### src/rtl/cpu_fetch_hq_if.sv
// ----------------------------------------------------------------------------
// cpu_fetch_hq_if
//   Bundles the fetch unit's instruction-memory port, redirect input and the
//   instruction hand-off to decode.
//
//   master : the fetch unit (drives imem request/address and the instruction)
//   slave  : the surroundings (memory, branch unit, decode)
//
//   imem_req_o      fetch request, held until imem_ack_i
//   imem_address_o  word address of the request (bits[1:0] == 0)
//   imem_ack_i      imem_data_i valid for the current request
//   imem_data_i     fetched word, [31:16] is the lower-addressed halfword
//   branch_flag_i   redirect fetch this cycle
//   branch_target_i redirect address (bit 0 ignored)
//   inst_ready_i    decode accepts the presented instruction
//   valid_o         opcode_o/operand_o/pc_o hold a complete instruction
//   opcode_o        instruction halfword
//   operand_o       32-bit immediate, 0 for short instructions
//   pc_o            address of opcode_o
// ----------------------------------------------------------------------------
interface cpu_fetch_hq_if;
    logic        imem_req_o;
    logic [31:0] imem_address_o;
    logic        imem_ack_i;
    logic [31:0] imem_data_i;
    logic        branch_flag_i;
    logic [31:0] branch_target_i;
    logic        inst_ready_i;
    logic        valid_o;
    logic [15:0] opcode_o;
    logic [31:0] operand_o;
    logic [31:0] pc_o;

    modport master (
        output imem_req_o, imem_address_o, valid_o, opcode_o, operand_o, pc_o,
        input  imem_ack_i, imem_data_i, branch_flag_i, branch_target_i, inst_ready_i
    );

    modport slave (
        input  imem_req_o, imem_address_o, valid_o, opcode_o, operand_o, pc_o,
        output imem_ack_i, imem_data_i, branch_flag_i, branch_target_i, inst_ready_i
    );
endinterface

### src/rtl/cpu_fetch_hq.sv
// ----------------------------------------------------------------------------
// cpu_fetch_hq
//   Moxie fetch unit. Requests 32-bit big-endian words from instruction
//   memory (one request outstanding at most), splits them into halfwords in a
//   circular queue and presents complete instructions (16-bit opcode plus an
//   optional 32-bit operand) to decode with a valid/ready handshake.
//   Branch targets may be halfword aligned; the unused upper halfword of the
//   first fetched word is skipped.
//
// Parameters
//   BOOT_ADDRESS  PC after reset
//   QDEPTH_LOG2   queue holds 2**QDEPTH_LOG2 halfwords (3..6)
//   LONG_MASK     bit n set: opcode with op[15:14]==0 and op[13:8]==n is
//                 followed by a 32-bit operand (two more halfwords)
//
// Ports
//   clk_i      clock
//   rst_n_i    asynchronous active-low reset
//   bus        cpu_fetch_hq_if.master (imem port, redirect, decode hand-off)
//   flush_cnt_o, bubble_cnt_o  (only with CPU_FETCH_PERF_EN) saturating
//              counts of redirects and of cycles decode was ready but no
//              instruction was valid
//
// Build option
//   CPU_FETCH_PERF_EN  adds the two performance counters above.
// ----------------------------------------------------------------------------
module cpu_fetch_hq #(
    parameter logic [31:0] BOOT_ADDRESS = 32'h0000_1000,
    parameter int          QDEPTH_LOG2  = 3,
    parameter logic [63:0] LONG_MASK    = 64'h0
) (
    input  logic           clk_i,
    input  logic           rst_n_i,
    cpu_fetch_hq_if.master bus
`ifdef CPU_FETCH_PERF_EN
    ,
    output logic [15:0]    flush_cnt_o,
    output logic [15:0]    bubble_cnt_o
`endif
);
    localparam int             AW      = QDEPTH_LOG2;
    localparam int             CW      = QDEPTH_LOG2 + 1;
    localparam int             DEPTH   = 2 ** QDEPTH_LOG2;
    localparam logic [CW-1:0]  DEPTH_C = CW'(DEPTH);

`ifdef CPU_FETCH_PERF_EN
    function automatic logic [15:0] sat_inc16(input logic [15:0] v);
        return (v == 16'hFFFF) ? v : v + 16'd1;
    endfunction
`endif

    logic [15:0]   q_mem [DEPTH];
    logic [AW-1:0] rd_ptr_q, wr_ptr_q;
    logic [AW-1:0] rd_p1, rd_p2, wr_p1;
    logic [CW-1:0] count_q, count_nx;
    logic [CW-1:0] push_n, pop_n;
    logic          req_q, req_nx;
    logic          discard_q, discard_nx;
    logic          skip_hi_q;
    logic [31:0]   addr_q, pc_q;
    logic          branch, ack_acc, push, pop;

    logic [15:0]   op_p0;
    logic [31:0]   imm_p0;
    logic          long_p0;
    logic          vld_p0;

    // ---- stage p0: instruction at the queue head ----
    always_comb begin
        rd_p1   = rd_ptr_q + AW'(1);
        rd_p2   = rd_ptr_q + AW'(2);
        wr_p1   = wr_ptr_q + AW'(1);
        op_p0   = q_mem[rd_ptr_q];
        imm_p0  = {q_mem[rd_p1], q_mem[rd_p2]};
        long_p0 = (op_p0[15:14] == 2'b00) && LONG_MASK[op_p0[13:8]];
        vld_p0  = long_p0 ? (count_q >= CW'(3)) : (count_q != '0);
    end

    // Queue/request control. A redirect overrides everything: pushes and
    // pops in that cycle are suppressed and the queue is emptied.
    always_comb begin
        branch  = bus.branch_flag_i;
        ack_acc = bus.imem_ack_i && req_q;
        push    = ack_acc && !discard_q && !branch;
        pop     = vld_p0 && bus.inst_ready_i && !branch;

        push_n = '0;
        if (push)
            push_n = skip_hi_q ? CW'(1) : CW'(2);
        pop_n = '0;
        if (pop)
            pop_n = long_p0 ? CW'(3) : CW'(1);

        count_nx = branch ? '0 : (count_q + push_n - pop_n);

        // The ack that completes a request always clears the discard flag;
        // redirecting with a request still in flight marks its data stale.
        if (ack_acc)
            discard_nx = 1'b0;
        else if (branch && req_q)
            discard_nx = 1'b1;
        else
            discard_nx = discard_q;

        // Keep an unanswered request up; otherwise start a new one whenever
        // the post-update queue can absorb a full word.
        req_nx = (req_q && !ack_acc) || ((DEPTH_C - count_nx) >= CW'(2));
    end

    always_ff @(posedge clk_i or negedge rst_n_i) begin
        if (!rst_n_i) begin
            req_q     <= 1'b0;
            discard_q <= 1'b0;
            count_q   <= '0;
            rd_ptr_q  <= '0;
            wr_ptr_q  <= '0;
            addr_q    <= BOOT_ADDRESS & ~32'h3;
            pc_q      <= BOOT_ADDRESS;
            skip_hi_q <= BOOT_ADDRESS[1];
        end else begin
            req_q     <= req_nx;
            discard_q <= discard_nx;
            count_q   <= count_nx;
            if (branch) begin
                rd_ptr_q  <= '0;
                wr_ptr_q  <= '0;
                addr_q    <= bus.branch_target_i & ~32'h3;
                pc_q      <= bus.branch_target_i & ~32'h1;
                skip_hi_q <= bus.branch_target_i[1];
            end else begin
                if (push) begin
                    wr_ptr_q  <= wr_ptr_q + push_n[AW-1:0];
                    addr_q    <= addr_q + 32'd4;
                    skip_hi_q <= 1'b0;
                end
                if (pop) begin
                    rd_ptr_q <= rd_ptr_q + pop_n[AW-1:0];
                    pc_q     <= pc_q + (long_p0 ? 32'd6 : 32'd2);
                end
            end
        end
    end

    // Queue storage carries data only; occupancy is tracked by count_q.
    always_ff @(posedge clk_i) begin
        if (push) begin
            if (skip_hi_q) begin
                q_mem[wr_ptr_q] <= bus.imem_data_i[15:0];
            end else begin
                q_mem[wr_ptr_q] <= bus.imem_data_i[31:16];
                q_mem[wr_p1]    <= bus.imem_data_i[15:0];
            end
        end
    end

    assign bus.imem_req_o     = req_q;
    assign bus.imem_address_o = addr_q;
    assign bus.valid_o        = vld_p0;
    assign bus.opcode_o       = vld_p0 ? op_p0 : 16'h0;
    assign bus.operand_o      = (vld_p0 && long_p0) ? imm_p0 : 32'h0;
    assign bus.pc_o           = pc_q;

`ifdef CPU_FETCH_PERF_EN
    always_ff @(posedge clk_i or negedge rst_n_i) begin
        if (!rst_n_i) begin
            flush_cnt_o  <= '0;
            bubble_cnt_o <= '0;
        end else begin
            if (branch)
                flush_cnt_o <= sat_inc16(flush_cnt_o);
            if (bus.inst_ready_i && !vld_p0)
                bubble_cnt_o <= sat_inc16(bubble_cnt_o);
        end
    end
`endif

endmodule

### src/flat_wrapper.sv
// flat-port wrapper written by rule: the top's interface ports become plain ports
module cpu_fetch_hq_flat 
#(
    parameter logic [31:0] BOOT_ADDRESS = 32'h0000_1000,
    parameter int          QDEPTH_LOG2  = 3,
    parameter logic [63:0] LONG_MASK    = 64'h0
)
  (clk_i, rst_n_i, bus_imem_req_o, bus_imem_address_o, bus_valid_o, bus_opcode_o, bus_operand_o, bus_pc_o, bus_imem_ack_i, bus_imem_data_i, bus_branch_flag_i, bus_branch_target_i, bus_inst_ready_i);
  cpu_fetch_hq_if bus_i ();
  input  logic clk_i;
  input  logic rst_n_i;
  output wire logic [$bits(bus_i.imem_req_o)-1:0] bus_imem_req_o;
  output wire logic [$bits(bus_i.imem_address_o)-1:0] bus_imem_address_o;
  output wire logic [$bits(bus_i.valid_o)-1:0] bus_valid_o;
  output wire logic [$bits(bus_i.opcode_o)-1:0] bus_opcode_o;
  output wire logic [$bits(bus_i.operand_o)-1:0] bus_operand_o;
  output wire logic [$bits(bus_i.pc_o)-1:0] bus_pc_o;
  input wire logic [$bits(bus_i.imem_ack_i)-1:0] bus_imem_ack_i;
  input wire logic [$bits(bus_i.imem_data_i)-1:0] bus_imem_data_i;
  input wire logic [$bits(bus_i.branch_flag_i)-1:0] bus_branch_flag_i;
  input wire logic [$bits(bus_i.branch_target_i)-1:0] bus_branch_target_i;
  input wire logic [$bits(bus_i.inst_ready_i)-1:0] bus_inst_ready_i;
  assign bus_imem_req_o = bus_i.imem_req_o;
  assign bus_imem_address_o = bus_i.imem_address_o;
  assign bus_valid_o = bus_i.valid_o;
  assign bus_opcode_o = bus_i.opcode_o;
  assign bus_operand_o = bus_i.operand_o;
  assign bus_pc_o = bus_i.pc_o;
  assign bus_i.imem_ack_i = bus_imem_ack_i;
  assign bus_i.imem_data_i = bus_imem_data_i;
  assign bus_i.branch_flag_i = bus_branch_flag_i;
  assign bus_i.branch_target_i = bus_branch_target_i;
  assign bus_i.inst_ready_i = bus_inst_ready_i;
  cpu_fetch_hq #(.BOOT_ADDRESS(BOOT_ADDRESS), .QDEPTH_LOG2(QDEPTH_LOG2), .LONG_MASK(LONG_MASK)) u_core (.clk_i(clk_i), .rst_n_i(rst_n_i), .bus(bus_i));
endmodule
### config.mk
export PLATFORM = sky130hd
export DESIGN_NAME = cpu_fetch_hq_flat
export DESIGN_NICKNAME = d
export VERILOG_FILES = /design/src/rtl/cpu_fetch_hq_if.sv /design/src/rtl/cpu_fetch_hq.sv /design/src/flat_wrapper.sv
export SDC_FILE = /design/constraint.sdc
export NUM_CORES = 1
export LEC_CHECK = 0
export BUFFER_PORTS_ARGS = -buffer_cell sky130_fd_sc_hd__buf_2
export CAP_MARGIN = 15
export CORE_ASPECT_RATIO = 0.9
export CORE_MARGIN = 4
export CORE_UTILIZATION = 55
export CTS_CLUSTER_SIZE = 20
export DETAILED_ROUTE_END_ITERATION = 8
export GPL_TIMING_DRIVEN = 1
export HOLD_SLACK_MARGIN = 0.1
export PLACE_DENSITY = 0.78
export SYNTH_ARGS = -nofsm -noshare
export SYNTH_HDL_FRONTEND = slang
export SYNTH_SLANG_ARGS = --single-unit
### constraint.sdc
create_clock -name clk_i -period 5.9 [get_ports clk_i]
set_input_delay 0.59 -clock clk_i [delete_from_list [all_inputs] [get_ports clk_i]]
set_output_delay 0.59 -clock clk_i [all_outputs]
set_load 0.1 [all_outputs]
# Word level (Yosys, flattened, before mapping)
# Memories as Yosys holds them, arrays and structs flattened.
# Index checks and enable logic that the tools add are counted.
# Widths: inputs -> output; s select.
dict set report totals {
  in_bits 69
  wordCells 71
  reg_bits 77
  mem_count 2
  mem_bits_ro 64
  output_inout_bits 114
  mem_bits_rw 128
}
# name depth width rd rd_ports_with_merged_regs wr line_no
set mem_list {}
lappend mem_list {u_core.q_mem 8 16 3 0 2 cpu_fetch_hq.sv:52} ;# logic [15:0] q_mem [DEPTH];
lappend mem_list {{(name not given)} 64 1 1 0 0 cpu_fetch_hq.sv:75} ;# long_p0 = (op_p0[15:14] == 2'b00) && LONG_MASK[op_p0[13:8]];
dict set report op_classes {
  muxes 29
  order_cmp 3
  n_bitwise 1
  n_addsub 10
  reduce_logical 18
}
# operator count
set ops {}
lappend ops {{$mux 32} 5}
lappend ops {{$add 32x3->32 const B} 1}
lappend ops {{$add 32x32->32} 1}
lappend ops {{$mux 16} 2}
lappend ops {{$mux 3} 5}
lappend ops {{$mux 1} 12}
lappend ops {{$mux 4} 3}
lappend ops {{$logic_and 1x1->1} 9}
lappend ops {{$ge 4x2->1 const B} 2}
lappend ops {{$lt 6x7->1 const B} 1}
lappend ops {{$add 3x1->3 const B} 2}
lappend ops {{$add 3x3->3} 2}
lappend ops {{$reduce_bool 2->1} 3}
lappend ops {{$add 4x4->4} 1}
lappend ops {{$mux 2} 2}
lappend ops {{$reduce_bool 4->1} 1}
lappend ops {{$sub 4x4->4} 1}
lappend ops {{$sub 4x4->4 const A} 1}
lappend ops {{$add 3x2->3 const B} 1}
lappend ops {{$logic_not 1->1} 3}
lappend ops {{$logic_not 2->1} 1}
lappend ops {{$logic_or 1x1->1} 1}
lappend ops {{$or 1x1->1} 1}

# Longest topological paths before layout
# An unclocked memory read counts as a cell.
dict set report logic_depth {
  ltp_word 13
  depth_mapped 15
  ltp_nobuf 15
}

# Worst setup path after synthesis
# OpenSTA, ideal clock, no wires.
dict set report synth_path {
  kind {register to register}
  start {reg u_core.req_q, in the netlist u_core.bus.imem_req_o}
  end {mem u_core.q_mem[0][0] (enable)}
  period_less_slack_ns 3.633
  setup_time_ns 0.414
  path_slack_ns 2.267
  stages_incl_launch_ff 5
  path_buffers 1
  t_required_ns 5.486
  t_arrival_ns 3.218
  cell_sequence {dfrtp_1 nand3b_1 clkbuf_1 or3_1 o31ai_1}
}
# item line_no
set synth_lines {}
lappend synth_lines {{from (decl)} cpu_fetch_hq.sv:57} ;# logic req_q, req_nx;
lappend synth_lines {{from (signal assigned)} cpu_fetch_hq.sv:121} ;# req_q <= req_nx;
lappend synth_lines {{to (decl)} cpu_fetch_hq.sv:52}

# Worst setup path in the final report
dict set report layout_path {
  start {reg u_core.rd_ptr_q[0]}
  end {out bus_opcode_o[0]}
}
dict set report layout_via {
  elab_chain_len 6
  elab_cells_between_ends 7
  classes_between {3 x mux; 2 x reduce/logical; 2 x memory}
}
# item line_no
set layout_rtl {}
lappend layout_rtl {{from (decl)} cpu_fetch_hq.sv:53} ;# logic [AW-1:0] rd_ptr_q, wr_ptr_q;
lappend layout_rtl {{from (signal assigned)} cpu_fetch_hq.sv:137} ;# rd_ptr_q <= rd_ptr_q + pop_n[AW-1:0];
lappend layout_rtl {{$mem_v2 8x16 (*)} -}
lappend layout_rtl {{$mem_v2 64x1} -}
lappend layout_rtl {{$mux 1 (not written as such)} cpu_fetch_hq.sv:75}
lappend layout_rtl {{$logic_and 1x1->1} cpu_fetch_hq.sv:75}
lappend layout_rtl {{$mux 1} cpu_fetch_hq.sv:76} ;# vld_p0 = long_p0 ? (count_q >= CW'(3)) : (count_q != '0);
lappend layout_rtl {{$mux 16 (*)} cpu_fetch_hq.sv:159} ;# assign bus.opcode_o = vld_p0 ? op_p0 : 16'h0;
lappend layout_rtl {{to (decl)} flat_wrapper.sv:15} ;# output wire logic [$bits(bus_i.opcode_o)-1:0] bus_opcode_o;
# Mark *: on every way between the ends. The rest lies on a longest branch, timed or not. The select of a mux whose other input is x is not followed.

==> impl_metrics.toml <==
[run_status]
run_status = "finished, final reports clean"

[floorplanning]
core_region_area_mm2 = 0.0199
boundaryPins = 183
die_height_um = 143
initial_utilization = 0.559
die-width_um = 158
site_rows = 49
die_area_mm2 = 0.0226

[route]
wl_per_cell_um = 19.4
drt_pre_antenna_iters = 5
met3RoutedLength_mm = 1.81
topRoutingLayerUsed = "met4"
remaining_drc_errors = 0
routed_via_density = 5.72
dr_total_vias = 7855
dr.first_iter.drc_count = 898
detail-route-antenna-nets = 0
drt-met1-wl_mm = 11.3
route.final.wire_length_mm = 26.6
dr_wl_met2_mm = 13.0

[sta]
finalHoldViolations = 0
actual_transition_at_the_worst_max_transition_pin_ns = 0.958
maxSlewViolCount = 0
skew_ns = 0.0239
final.min_clock_period_ns = 3.43
finalHoldWorstSlack_ns = 0.220
fin_ws_ns = 2.47
report.final.setup_viol = 0
rsz0062_at_grt = "false"
timing.max_slew.rel_slack = 0.362
layout_worst_path_cycle_share = 0.581
setup-tns-final_ns = 0
max_clock_freq_mhz = 292

[synthesis]
post_synth_most_frequent_cells = "nor2_1, edfxtp_1, a21oi_1, dfrtp_1, mux2i_1"
synth.top_cell.area_share = 0.345
yosysWarnings = 0
ys.flop_type = "edfxtp_1"
synth-edff-count = 128
synth.most_common_cell = "nor2_1"
ys_types = 55
ys_async_sr_fraction = 0.366
netlist_instances = 977
syn-cell-area_mm2 = 0.0111
ys_ff_latch = 202
synth.avg_cell_area_um2 = 11.4
ys_top_cells_by_area = "edfxtp_1, dfrtp_1, mux4_2, mux2i_1, a21oi_1"
synth_seq_area_share = 0.511
post-synth-top-area-cell = "edfxtp_1"

[clock_network]
cts.sink_count = 202
cts.path.max_buffers = 3
cts-buffers-inserted = 22
clock_insertion_delay_worst_skew_ns = 0.51
cts_tree = "yes"
post_cts_resized = 0
clk_transition_reported_paths_ns = 0.06
cts.root.buffer_cell = "clkbuf_16"
h_tree_level_count = 1
cts_hold_fix_bufs = 0
postCtsSetupRepairBufs = 0

[global_routing]
grt_start_max_net_pins = 75
first_global_vias = 7734
antenna_found_initial = 2
grt_overflow = 0
grt_use_total = 0.232
grt_first_pass_wirelength_mm = 41.4

[placed_design]
globalplace.congestion = 0.810
pre_cts_slack_ns = 2.46
placement.io_buffers = 146
placed_area_mm2 = 0.0119
numPlacedInstances = 1331
place.detailed.hpwl_mm = 17.4

[setup_path]
cp_arrival_ns = 2.84
worst_reg_to_reg_path_cell_count = 8
cp_data_required_time_ns = 5.31
worst_setup_path_end_kind = "output pin"
worst-path-max-fanout = 18
startpoint_type = "register"
worst-setup-path-type = "reg -> out"

[pwr]
fraction_of_power_consumed_by_the_clock_network = 0.254
power_switching_share = 0.433
net_switching_power_of_the_design_uw = 2170
max-vdd-ir-drop_mv = 0.193
leakage_uw = 0.00493
power_per_cell_area_mw_per_mm2 = 399
intPower_uw = 2850
share_seq_of_total_power = 0.349
comb_power_share = 0.398

[cells_and_area]
nNetsFinal = 1185
fin_area_mm2 = 0.0126
layout-drive-gt1-share = 0.265
layout.cells.non_filler = 1373
sequential_cell_area_in_the_final_layout_mm2 = 0.00570
fill_cells = 1539
multi_input_area_mm2 = 0.00485
area_growth_syn_to_layout_pct = 13.0

[hold_path]
timing.hold.worst.class = "in -> async"

[job]
cap_viol_max_count = 0
==> flip-flops by register name, indices dropped and copies added, names as in the netlist <==
name	count
u_core.bus.imem_req_o	1
u_core.discard_q	1
u_core.wr_ptr_q	3
u_core.count_q	4
u_core.skip_hi_q	1
u_core.q_mem	128
u_core.bus.imem_address_o	30
u_core.bus.pc_o	31
u_core.rd_ptr_q	3
==> path summary, 6_finish.rpt <==
check / start / end / slack (ns)
worst min-delay path: rst_n_i / u_core.bus.imem_address_o[9]$_DFFE_PN0N_ / 0.22
min in group clk_i: bus_imem_ack_i / u_core.discard_q$_DFFE_PN0P_ / 0.31
max in group asynchronous: rst_n_i / u_core.rd_ptr_q[0]$_DFFE_PN0N_ / 5.01
worst max register to register: u_core.discard_q$_DFFE_PN0P_ / u_core.q_mem[6][8]$_DFFE_PP_ / 2.67
worst max-delay path: u_core.rd_ptr_q[0]$_DFFE_PN0N_ / bus_opcode_o[0] / 2.47
worst min register to register: u_core.bus.imem_req_o$_DFF_PN0_ / u_core.discard_q$_DFFE_PN0P_ / 0.53
==> layout make-up <==
class / count / area share
antenna: 3 / 0.000596
clock buffer: 29 / 0.0458
clock inverter: 10 / 0.00676
inverter: 42 / 0.0125
sequential: 202 / 0.453
multi-input combinational: 664 / 0.385
timing repair buffer: 168 / 0.0713
tap: 255 / 0.0253
==> metrics by stage <==
step / power [uW] / utilization
global route: 5240 / 0.632
finish: 5020 / 0.632
detailed placement: 3780 / 0.598
floorplan: 3420 / -
global placement: 3750 / 0.598
CTS: 5050 / 0.632
==> layer usage <==
layer	vias up	GRT usage
met4	0	0.0552
met1	3801	0.332
met3	39	0.0255
met2	326	0.388
met5	-	0
li1	3689	-
==> cell usage in the layout, fill, tap and decap left out, types with 17 or more instances in the layout <==
master,n
dfrtp_1,71
buf_2,145
a21oi_1,111
edfxtp_1,128
conb_1,35
nand4_1,17
nand2_1,30
mux2i_1,70
nor2_1,140
inv_1,39
nand3_1,22
mux4_2,32
xor2_1,30
xnor2_1,30
buf_4,23
clkbuf_16,22
mux2_2,46
==> critical path, stage by stage (launching register included) <==
cell and delay (ns):
dfrtp_2 0.73, buf_4 0.45, mux4_2 0.57, mux2i_1 0.17, nor2_1 0.08, buf_2 0.31
==> cells by family after synthesis <==
logic type | Yosys count | share of synthesized area
simple gates | 273 | 0.119
flops | 202 | 0.511
mux | 148 | 0.174
buf+inv | 145 | 0.0669
compound gates | 131 | 0.0606
xor+xnor | 61 | 0.0492
fa+ha+maj | 16 | 0.0193
other cells | 1 | 0.000336
==> power groups by stage <==
stage               Sequential [uW]  Combinational [uW]  Clock [uW]
floorplan                      2160                1260           0
global placement               1770                1980           0
detailed placement             1780                2000           0
CTS                            1750                2010        1290
global route                   1770                2120        1360
finish                         1750                2000        1270
Note: power is estimated with default switching activity, not from simulation.
